==> src/rtl/fir_pkg.sv <==
// Shared types and default bus widths for the symmetric FIR sequencer, the filter and the benches.
package fir_pkg;

    localparam int COEFF_WIDTH  = 8;
    localparam int DATA_WIDTH   = 12;
    localparam int OUTPUT_WIDTH = 24;

    typedef enum logic [2:0] {
        IDLE,
        CLEAR,
        LOAD,
        RUN,
        FLUSH
    } fir_state_e;

endpackage

==> src/rtl/symmetric_fir_ctrl_if.sv <==
// Stream, command and filter-side signals of the symmetric FIR sequencer.
// The master modport is the surrounding environment and the slave modport is the sequencer.
interface symmetric_fir_ctrl_if;
    import fir_pkg::*;

    logic                           cfg_start;
    logic                           coeff_valid;
    logic                           coeff_ready;
    logic signed [COEFF_WIDTH-1:0]  coeff_data;
    logic                           s_valid;
    logic                           s_ready;
    logic signed [DATA_WIDTH-1:0]   s_data;
    logic                           flush;
    logic                           fir_clr;
    logic                           fir_load;
    logic signed [COEFF_WIDTH-1:0]  fir_coeff;
    logic signed [DATA_WIDTH-1:0]   fir_sample;
    logic signed [OUTPUT_WIDTH-1:0] fir_out;
    logic                           m_valid;
    logic signed [OUTPUT_WIDTH-1:0] m_data;
    logic                           busy;
    logic                           done;

    modport master (
        output cfg_start, coeff_valid, coeff_data, s_valid, s_data, flush, fir_out,
        input  coeff_ready, s_ready, fir_clr, fir_load, fir_coeff, fir_sample,
               m_valid, m_data, busy, done
    );

    modport slave (
        input  cfg_start, coeff_valid, coeff_data, s_valid, s_data, flush, fir_out,
        output coeff_ready, s_ready, fir_clr, fir_load, fir_coeff, fir_sample,
               m_valid, m_data, busy, done
    );

endinterface

==> src/rtl/fir_valid_tag.sv <==
// Valid-bit delay line that lines up the "sample accepted" tag with the filter pipeline.
module fir_valid_tag #(
    parameter int DEPTH = 5
) (
    input  logic clk,
    input  logic i_clr,
    input  logic i_valid,
    output logic o_valid
);

    logic [DEPTH-1:0] r_tag;

    // NOTE: clocked state uses non-blocking assignments so every stage samples the pre-edge value.
    always_ff @(posedge clk) begin
        if (i_clr) begin
            r_tag <= '0;
        end else begin
            r_tag <= {r_tag[DEPTH-2:0], i_valid};
        end
    end

    assign o_valid = r_tag[DEPTH-1];

endmodule

==> src/rtl/symmetric_fir_ctrl.sv <==
// Sequencer for the symmetric FIR: clear, serial coefficient load, sample streaming and flush drain.
// Output valid is a tag delayed alongside the filter pipeline; data words pass through untouched.
module symmetric_fir_ctrl
    import fir_pkg::*;
#(
    parameter int COEFF_NUM  = 6,
    parameter int DATA_DELAY = 2 * COEFF_NUM,
    parameter int PIPE_LAT   = 4
) (
    input  logic                clk,
    input  logic                clr,
    symmetric_fir_ctrl_if.slave bus
);

    localparam int FLUSH_CYCLES = DATA_DELAY + PIPE_LAT + 1;
    localparam int CNT_MAX      = (FLUSH_CYCLES > COEFF_NUM) ? FLUSH_CYCLES : COEFF_NUM;
    localparam int CNT_W        = (CNT_MAX > 2) ? $clog2(CNT_MAX) : 1;

    localparam logic [CNT_W-1:0] LOAD_LAST  = CNT_W'(COEFF_NUM - 1);
    localparam logic [CNT_W-1:0] FLUSH_LAST = CNT_W'(FLUSH_CYCLES - 1);

    fir_state_e r_state;
    fir_state_e w_next_state;

    logic [CNT_W-1:0]               r_cnt;
    logic [CNT_W-1:0]               w_next_cnt;
    logic signed [OUTPUT_WIDTH-1:0] r_m_data;

    logic                           w_fir_clr;
    logic                           w_fir_load;
    logic signed [COEFF_WIDTH-1:0]  w_fir_coeff;
    logic signed [DATA_WIDTH-1:0]   w_fir_sample;
    logic                           w_coeff_ready;
    logic                           w_s_ready;
    logic                           w_tag_in;
    logic                           w_tag_clr;
    logic                           w_tag_tail;
    logic                           w_done;

    always_ff @(posedge clk) begin
        if (clr) begin
            r_state  <= IDLE;
            r_cnt    <= '0;
            r_m_data <= '0;
        end else begin
            r_state <= w_next_state;
            r_cnt   <= w_next_cnt;
            if (r_state == RUN || r_state == FLUSH) begin
                r_m_data <= bus.fir_out;
            end
        end
    end

    always_comb begin
        // NOTE: every signal gets its default before the case so no path can infer a latch.
        w_next_state  = r_state;
        w_next_cnt    = r_cnt;
        w_fir_clr     = clr;
        w_fir_load    = 1'b0;
        w_fir_coeff   = '0;
        w_fir_sample  = '0;
        w_coeff_ready = 1'b0;
        w_s_ready     = 1'b0;
        w_tag_in      = 1'b0;
        w_done        = 1'b0;

        unique case (r_state)
            IDLE: begin
                if (bus.cfg_start) begin
                    w_next_state = CLEAR;
                end
            end
            CLEAR: begin
                w_fir_clr    = 1'b1;
                w_next_cnt   = '0;
                w_next_state = LOAD;
            end
            LOAD: begin
                // Pass-through so the filter takes the coefficient on the handshake edge.
                w_coeff_ready = 1'b1;
                w_fir_load    = bus.coeff_valid;
                w_fir_coeff   = bus.coeff_data;
                if (bus.coeff_valid) begin
                    if (r_cnt == LOAD_LAST) begin
                        w_next_cnt   = '0;
                        w_next_state = RUN;
                    end else begin
                        w_next_cnt = r_cnt + 1'b1;
                    end
                end
            end
            RUN: begin
                w_s_ready    = 1'b1;
                w_tag_in     = bus.s_valid;
                w_fir_sample = bus.s_valid ? bus.s_data : '0;
                if (bus.flush) begin
                    w_next_cnt   = '0;
                    w_next_state = FLUSH;
                end
            end
            FLUSH: begin
                if (r_cnt == FLUSH_LAST) begin
                    w_done       = 1'b1;
                    w_next_cnt   = '0;
                    w_next_state = IDLE;
                end else begin
                    w_next_cnt = r_cnt + 1'b1;
                end
            end
            default: begin
                w_next_state = IDLE;
            end
        endcase
    end

    assign w_tag_clr = clr || (r_state == CLEAR);

    // The tag's last stage is the output valid, so the handshake-to-m_valid delay is PIPE_LAT+1.
    fir_valid_tag #(
        .DEPTH (PIPE_LAT + 1)
    ) u_valid_tag (
        .clk     (clk),
        .i_clr   (w_tag_clr),
        .i_valid (w_tag_in),
        .o_valid (w_tag_tail)
    );

    assign bus.coeff_ready = w_coeff_ready;
    assign bus.s_ready     = w_s_ready;
    assign bus.fir_clr     = w_fir_clr;
    assign bus.fir_load    = w_fir_load;
    assign bus.fir_coeff   = w_fir_coeff;
    assign bus.fir_sample  = w_fir_sample;
    assign bus.m_valid     = w_tag_tail;
    assign bus.m_data      = r_m_data;
    assign bus.busy        = (r_state != IDLE);
    assign bus.done        = w_done;

endmodule

==> src/flat_wrapper.sv <==
// flat-port wrapper written by rule: the top's interface ports become plain ports
module symmetric_fir_ctrl_flat import fir_pkg::*;
#(
    parameter int COEFF_NUM  = 6,
    parameter int DATA_DELAY = 2 * COEFF_NUM,
    parameter int PIPE_LAT   = 4
)
  (clk, clr, bus_cfg_start, bus_coeff_valid, bus_coeff_data, bus_s_valid, bus_s_data, bus_flush, bus_fir_out, bus_coeff_ready, bus_s_ready, bus_fir_clr, bus_fir_load, bus_fir_coeff, bus_fir_sample, bus_m_valid, bus_m_data, bus_busy, bus_done);
  symmetric_fir_ctrl_if bus_i ();
  input  logic clk;
  input  logic clr;
  input wire logic [$bits(bus_i.cfg_start)-1:0] bus_cfg_start;
  input wire logic [$bits(bus_i.coeff_valid)-1:0] bus_coeff_valid;
  input wire logic [$bits(bus_i.coeff_data)-1:0] bus_coeff_data;
  input wire logic [$bits(bus_i.s_valid)-1:0] bus_s_valid;
  input wire logic [$bits(bus_i.s_data)-1:0] bus_s_data;
  input wire logic [$bits(bus_i.flush)-1:0] bus_flush;
  input wire logic [$bits(bus_i.fir_out)-1:0] bus_fir_out;
  output wire logic [$bits(bus_i.coeff_ready)-1:0] bus_coeff_ready;
  output wire logic [$bits(bus_i.s_ready)-1:0] bus_s_ready;
  output wire logic [$bits(bus_i.fir_clr)-1:0] bus_fir_clr;
  output wire logic [$bits(bus_i.fir_load)-1:0] bus_fir_load;
  output wire logic [$bits(bus_i.fir_coeff)-1:0] bus_fir_coeff;
  output wire logic [$bits(bus_i.fir_sample)-1:0] bus_fir_sample;
  output wire logic [$bits(bus_i.m_valid)-1:0] bus_m_valid;
  output wire logic [$bits(bus_i.m_data)-1:0] bus_m_data;
  output wire logic [$bits(bus_i.busy)-1:0] bus_busy;
  output wire logic [$bits(bus_i.done)-1:0] bus_done;
  assign bus_i.cfg_start = bus_cfg_start;
  assign bus_i.coeff_valid = bus_coeff_valid;
  assign bus_i.coeff_data = bus_coeff_data;
  assign bus_i.s_valid = bus_s_valid;
  assign bus_i.s_data = bus_s_data;
  assign bus_i.flush = bus_flush;
  assign bus_i.fir_out = bus_fir_out;
  assign bus_coeff_ready = bus_i.coeff_ready;
  assign bus_s_ready = bus_i.s_ready;
  assign bus_fir_clr = bus_i.fir_clr;
  assign bus_fir_load = bus_i.fir_load;
  assign bus_fir_coeff = bus_i.fir_coeff;
  assign bus_fir_sample = bus_i.fir_sample;
  assign bus_m_valid = bus_i.m_valid;
  assign bus_m_data = bus_i.m_data;
  assign bus_busy = bus_i.busy;
  assign bus_done = bus_i.done;
  symmetric_fir_ctrl #(.COEFF_NUM(COEFF_NUM), .DATA_DELAY(DATA_DELAY), .PIPE_LAT(PIPE_LAT)) u_core (.clk(clk), .clr(clr), .bus(bus_i));
endmodule
==> config.mk <==
export PLATFORM = sky130hd
export DESIGN_NAME = symmetric_fir_ctrl_flat
export DESIGN_NICKNAME = d
export VERILOG_FILES = /design/src/rtl/fir_pkg.sv /design/src/rtl/symmetric_fir_ctrl_if.sv /design/src/rtl/fir_valid_tag.sv /design/src/rtl/symmetric_fir_ctrl.sv /design/src/flat_wrapper.sv
export SDC_FILE = /design/constraint.sdc
export NUM_CORES = 1
export LEC_CHECK = 0
export CAP_MARGIN = 10
export CORE_ASPECT_RATIO = 0.8
export CORE_MARGIN = 5
export CORE_UTILIZATION = 33
export CTS_CLUSTER_SIZE = 40
export DETAILED_ROUTE_END_ITERATION = 8
export PLACE_DENSITY = 0.75
export SKIP_CTS_REPAIR_TIMING = 1
export SLEW_MARGIN = 20
export SYNTH_ARGS = -nofsm -noshare
export SYNTH_HDL_FRONTEND = slang
export SYNTH_SLANG_ARGS = --single-unit
==> constraint.sdc <==
create_clock -name clk -period 1.5 [get_ports clk]
set_input_delay 0.3 -clock clk [delete_from_list [all_inputs] [get_ports clk]]
set_output_delay 0.3 -clock clk [all_outputs]
set_load 0.005 [all_outputs]
==> run_results.csv <==
group,metric,value,unit
clock_tree,cts-buffers-inserted,5,
worst_setup_path,critPathCapture,"bus_fir_sample[1]",
final_layout,final_cells,403,
clock_tree,clk_path_buf_depth,2,
clock_tree,cts_htree_levels,2,
yosys,yosys.area_share.simple,0.326,
final_layout,nets,393,
final_layout,area_growth,103,%
yosys,syn_inst,205,
yosys,synth_area_leaders,"dfxtp_1 45%, nand2_1 11%, a21oi_1 8.8%, and2_1 4.9%, and3_1 4.5%",
yosys,synth_compound_area_frac,0.146,
final_layout,final_common_cell,"clkdlybuf4s50_1",
worst_setup_path,required,1.20,ns
routing,postRouteAntennaNets,0,
timing,hold_viol,0,
timing,fmax,553,MHz
worst_setup_path,crit_path_top_delay_cell,"dfxtp_4",
yosys,yosysTopAreaCellShare,0.447,
yosys,yosys.cell_types.count,33,
worst_setup_path,crit_path_max_incr_delay,0.38,ns
routing,wl,5920,um
global_route,grt_use_met1,0.183,
hold_path,hold_path.class,"reg2reg",
routing,wl_per_cell,14.7,um
flow_run,max_cap_viol_count,0,
worst_setup_path,crit_fanout,6,
final_layout,layout_common_cells,"74 x clkdlybuf4s50_1, 34 x dfxtp_1, 28 x nand2_1",
outcome,status,"finished, violations left",
worst_setup_path,critPathKind,"reg2out",
final_layout,final_util,0.678,
global_route,met3_usage,0.0605,
placement,gp_congestion,0.809,
clock_tree,cts.sinks,37,
outcome,violations,"setup timing",
global_route,grt_pass1_vias,1714,
worst_setup_path,crit_path_end_kind,"output pin",
timing,fin_ws,-0.307,ns
timing,min_period,1.81,ns
worst_setup_path,cp-startpoint,"u_core.r_state[2]",
timing,tns,-10.98,ns
worst_setup_path,r2r_end,"u_core.bus.m_data[15]",
yosys,ys_seq_area_frac,0.447,
worst_setup_path,r2r_slack,-0.20,ns
clock_tree,clk-insertion-delay-late,0.29,ns
yosys,synth_xor_xnor_area_share,0,
yosys,avgSynthCellArea,8.09,um^2
timing,drv_slew,0,
floorplan,start_util,0.335,
worst_setup_path,r2r_cells,8,
floorplan,dieArea,6550,um^2
placement,portBuffers,100,
timing,worst_pin_slew,0.420,ns
global_route,busiest_layer,"met2",
global_route,grt-ovfl-total,0,
timing,relSlewSlack,0.717,
clock_tree,path_clk_slew,0.07,ns
routing,drc,0,
timing,period_share,1.20,
final_layout,design_area,3360,um^2
timing,rsz0062_at_grt,"yes",
clock_tree,cts_tree,"done",
yosys,yosysWarnings,0,
yosys,ys_ff_latch,37,
floorplan,ios,101,
placement,placed_area,2870,um^2
global_route,antenna_found_initial,0,
pwr,p_leak,1.48,nW
worst_setup_path,crit_top_cell,"buf_6",
floorplan,die_w,89.2,um
routing,num_vias,1941,
routing,drt-initial-drc-count,109,
yosys,synth_area,1660,um^2
placement,place_inst,377,
floorplan,core_area,4950,um^2
yosys,synth.area.mux_share,0,
pwr,powerDensity,895,nW/um^2
worst_setup_path,crit_chain,"buf_6 > and3b_2 > buf_6 > buf_6 > and3_1 > clkbuf_2",
timing,setup_viol_count_final,56,
routing,routed_via_density,4.82,
clock_tree,root_buffer,"clkbuf_8",
routing,detailedRoute.firstPassIterationCount,4,
floorplan,die-height,73.4,um
worst_setup_path,arrival,1.51,ns
yosys,synthAdderAreaFrac,0.0226,
pwr,peakVddDrop,0.498,mV
yosys,yosysTopAreaCell,"dfxtp_1",
global_route,grtUsageTotal,0.149,
final_layout,diodes,0,
global_route,met2_usage,0.249,
yosys,synthesis.nets,258,
global_route,grt_max_degree,34,
floorplan,rows,23,
worst_setup_path,reg2reg_from,"u_core.r_state[2]",
yosys,synth_top_family_by_area,"simple AND/OR/NAND/NOR gates",
global_route,grt_pass1_wl,7660,um
final_layout,final_layout_size_suffix_gt1_frac,0.352,
placement,dp_hpwl,3770,um
worst_setup_path,critPathLaunchType,"register",
timing,skew,0.00854,ns
## where the power goes
part           switching [mW]  total (mW)  internal (mW)  leakage, nW
registers              0.0401        1.09           1.05        0.301
logic                   0.469        1.16          0.689         1.13
clock network           0.343       0.758          0.415       0.0542
total                   0.853        3.00           2.15         1.48
## worst max-delay path: cells and delay by family, from the launching register on
kind,cells,cell delay (ns)
buf+inv,4,0.45
simple gates,2,0.39
flops,1,0.38
## routing by layer
| metal | part of all wire | up-vias | routed length (um) |
|---|---|---|---|
| met5 | 0 | - | 0 |
| met4 | 0.014 | 0 | 82 |
| met3 | 0.090 | 8 | 535 |
| met2 | 0.49 | 82 | 2930 |
| met1 | 0.40 | 879 | 2370 |
| li1 | - | 972 | - |
## synth_stat cells
cell type / count
or3_1: 1
o21ai_0: 2
buf_6: 2
nor2b_1: 1
nor3b_2: 1
nand3_1: 9
o211ai_1: 4
o2111ai_1: 1
clkbuf_1: 6
ha_1: 3
nand3b_1: 2
nor2_1: 5
and3b_1: 3
nor3b_4: 1
or2_1: 1
nand2b_1: 1
a22o_1: 1
nor4_1: 1
nor2_2: 1
a21oi_1: 29
a31oi_1: 4
a22oi_1: 1
nor3b_1: 1
and2_1: 13
buf_2: 5
dfxtp_1: 37
buf_1: 1
a21o_1: 1
buf_4: 1
nand2_1: 48
inv_1: 4
nand4bb_1: 2
and3_1: 12
## how the worst min path moves through the flow
stage | from | to | slack, ns | depth (start not counted)
global placement | u_core.u_valid_tag.r_tag[1] | u_core.u_valid_tag.r_tag[2] | 0.41 | 1
CTS | u_core.u_valid_tag.r_tag[3] | u_core.u_valid_tag.r_tag[4] | 0.44 | 1
finish | u_core.u_valid_tag.r_tag[3] | u_core.u_valid_tag.r_tag[4] | 0.43 | 1
detailed placement | u_core.u_valid_tag.r_tag[2] | u_core.u_valid_tag.r_tag[3] | 0.42 | 1
global route | u_core.u_valid_tag.r_tag[3] | u_core.u_valid_tag.r_tag[4] | 0.45 | 1
floorplan | u_core.u_valid_tag.r_tag[0] | u_core.u_valid_tag.r_tag[1] | 0.41 | 1
## registers in the layout (all words and copies together), names as in the netlist
name	count
u_core.r_cnt	5
u_core.u_valid_tag.r_tag	5
u_core.r_state	3
u_core.bus.m_data	24
## logic make-up (layout without fill, tap and decap cells)
group                    count (synthesis)  after routing
buffers and inverters                   19            154
AO/OA/AOI/OAI                           43             44
AND/OR/NAND/NOR                        103            103
flip-flops                              37             37
adder cells (fa/ha/maj)                  3              3
## final cells by class
type	instances	area (um^2)
fillers	397	1590
repair buffers	142	1390
clock inverters	1	5.00
multi-input cells	150	1030
clock buffers	7	96.3
flip-flops and latches	37	749
well taps	62	77.6
inverters	4	15.0
## stage by stage
stage / hold slack, ns / power (mW) / setup WS, ns
CTS: 0.439 / 2.70 / -0.594
detailed placement: 0.415 / 1.94 / -0.425
finish: 0.431 / 3.00 / -0.307
floorplan: 0.406 / 1.43 / 0.0210
global placement: 0.412 / 1.93 / -0.416
global route: 0.452 / 3.16 / -0.399
No activity file was read; power rests on OpenSTA's default activity.
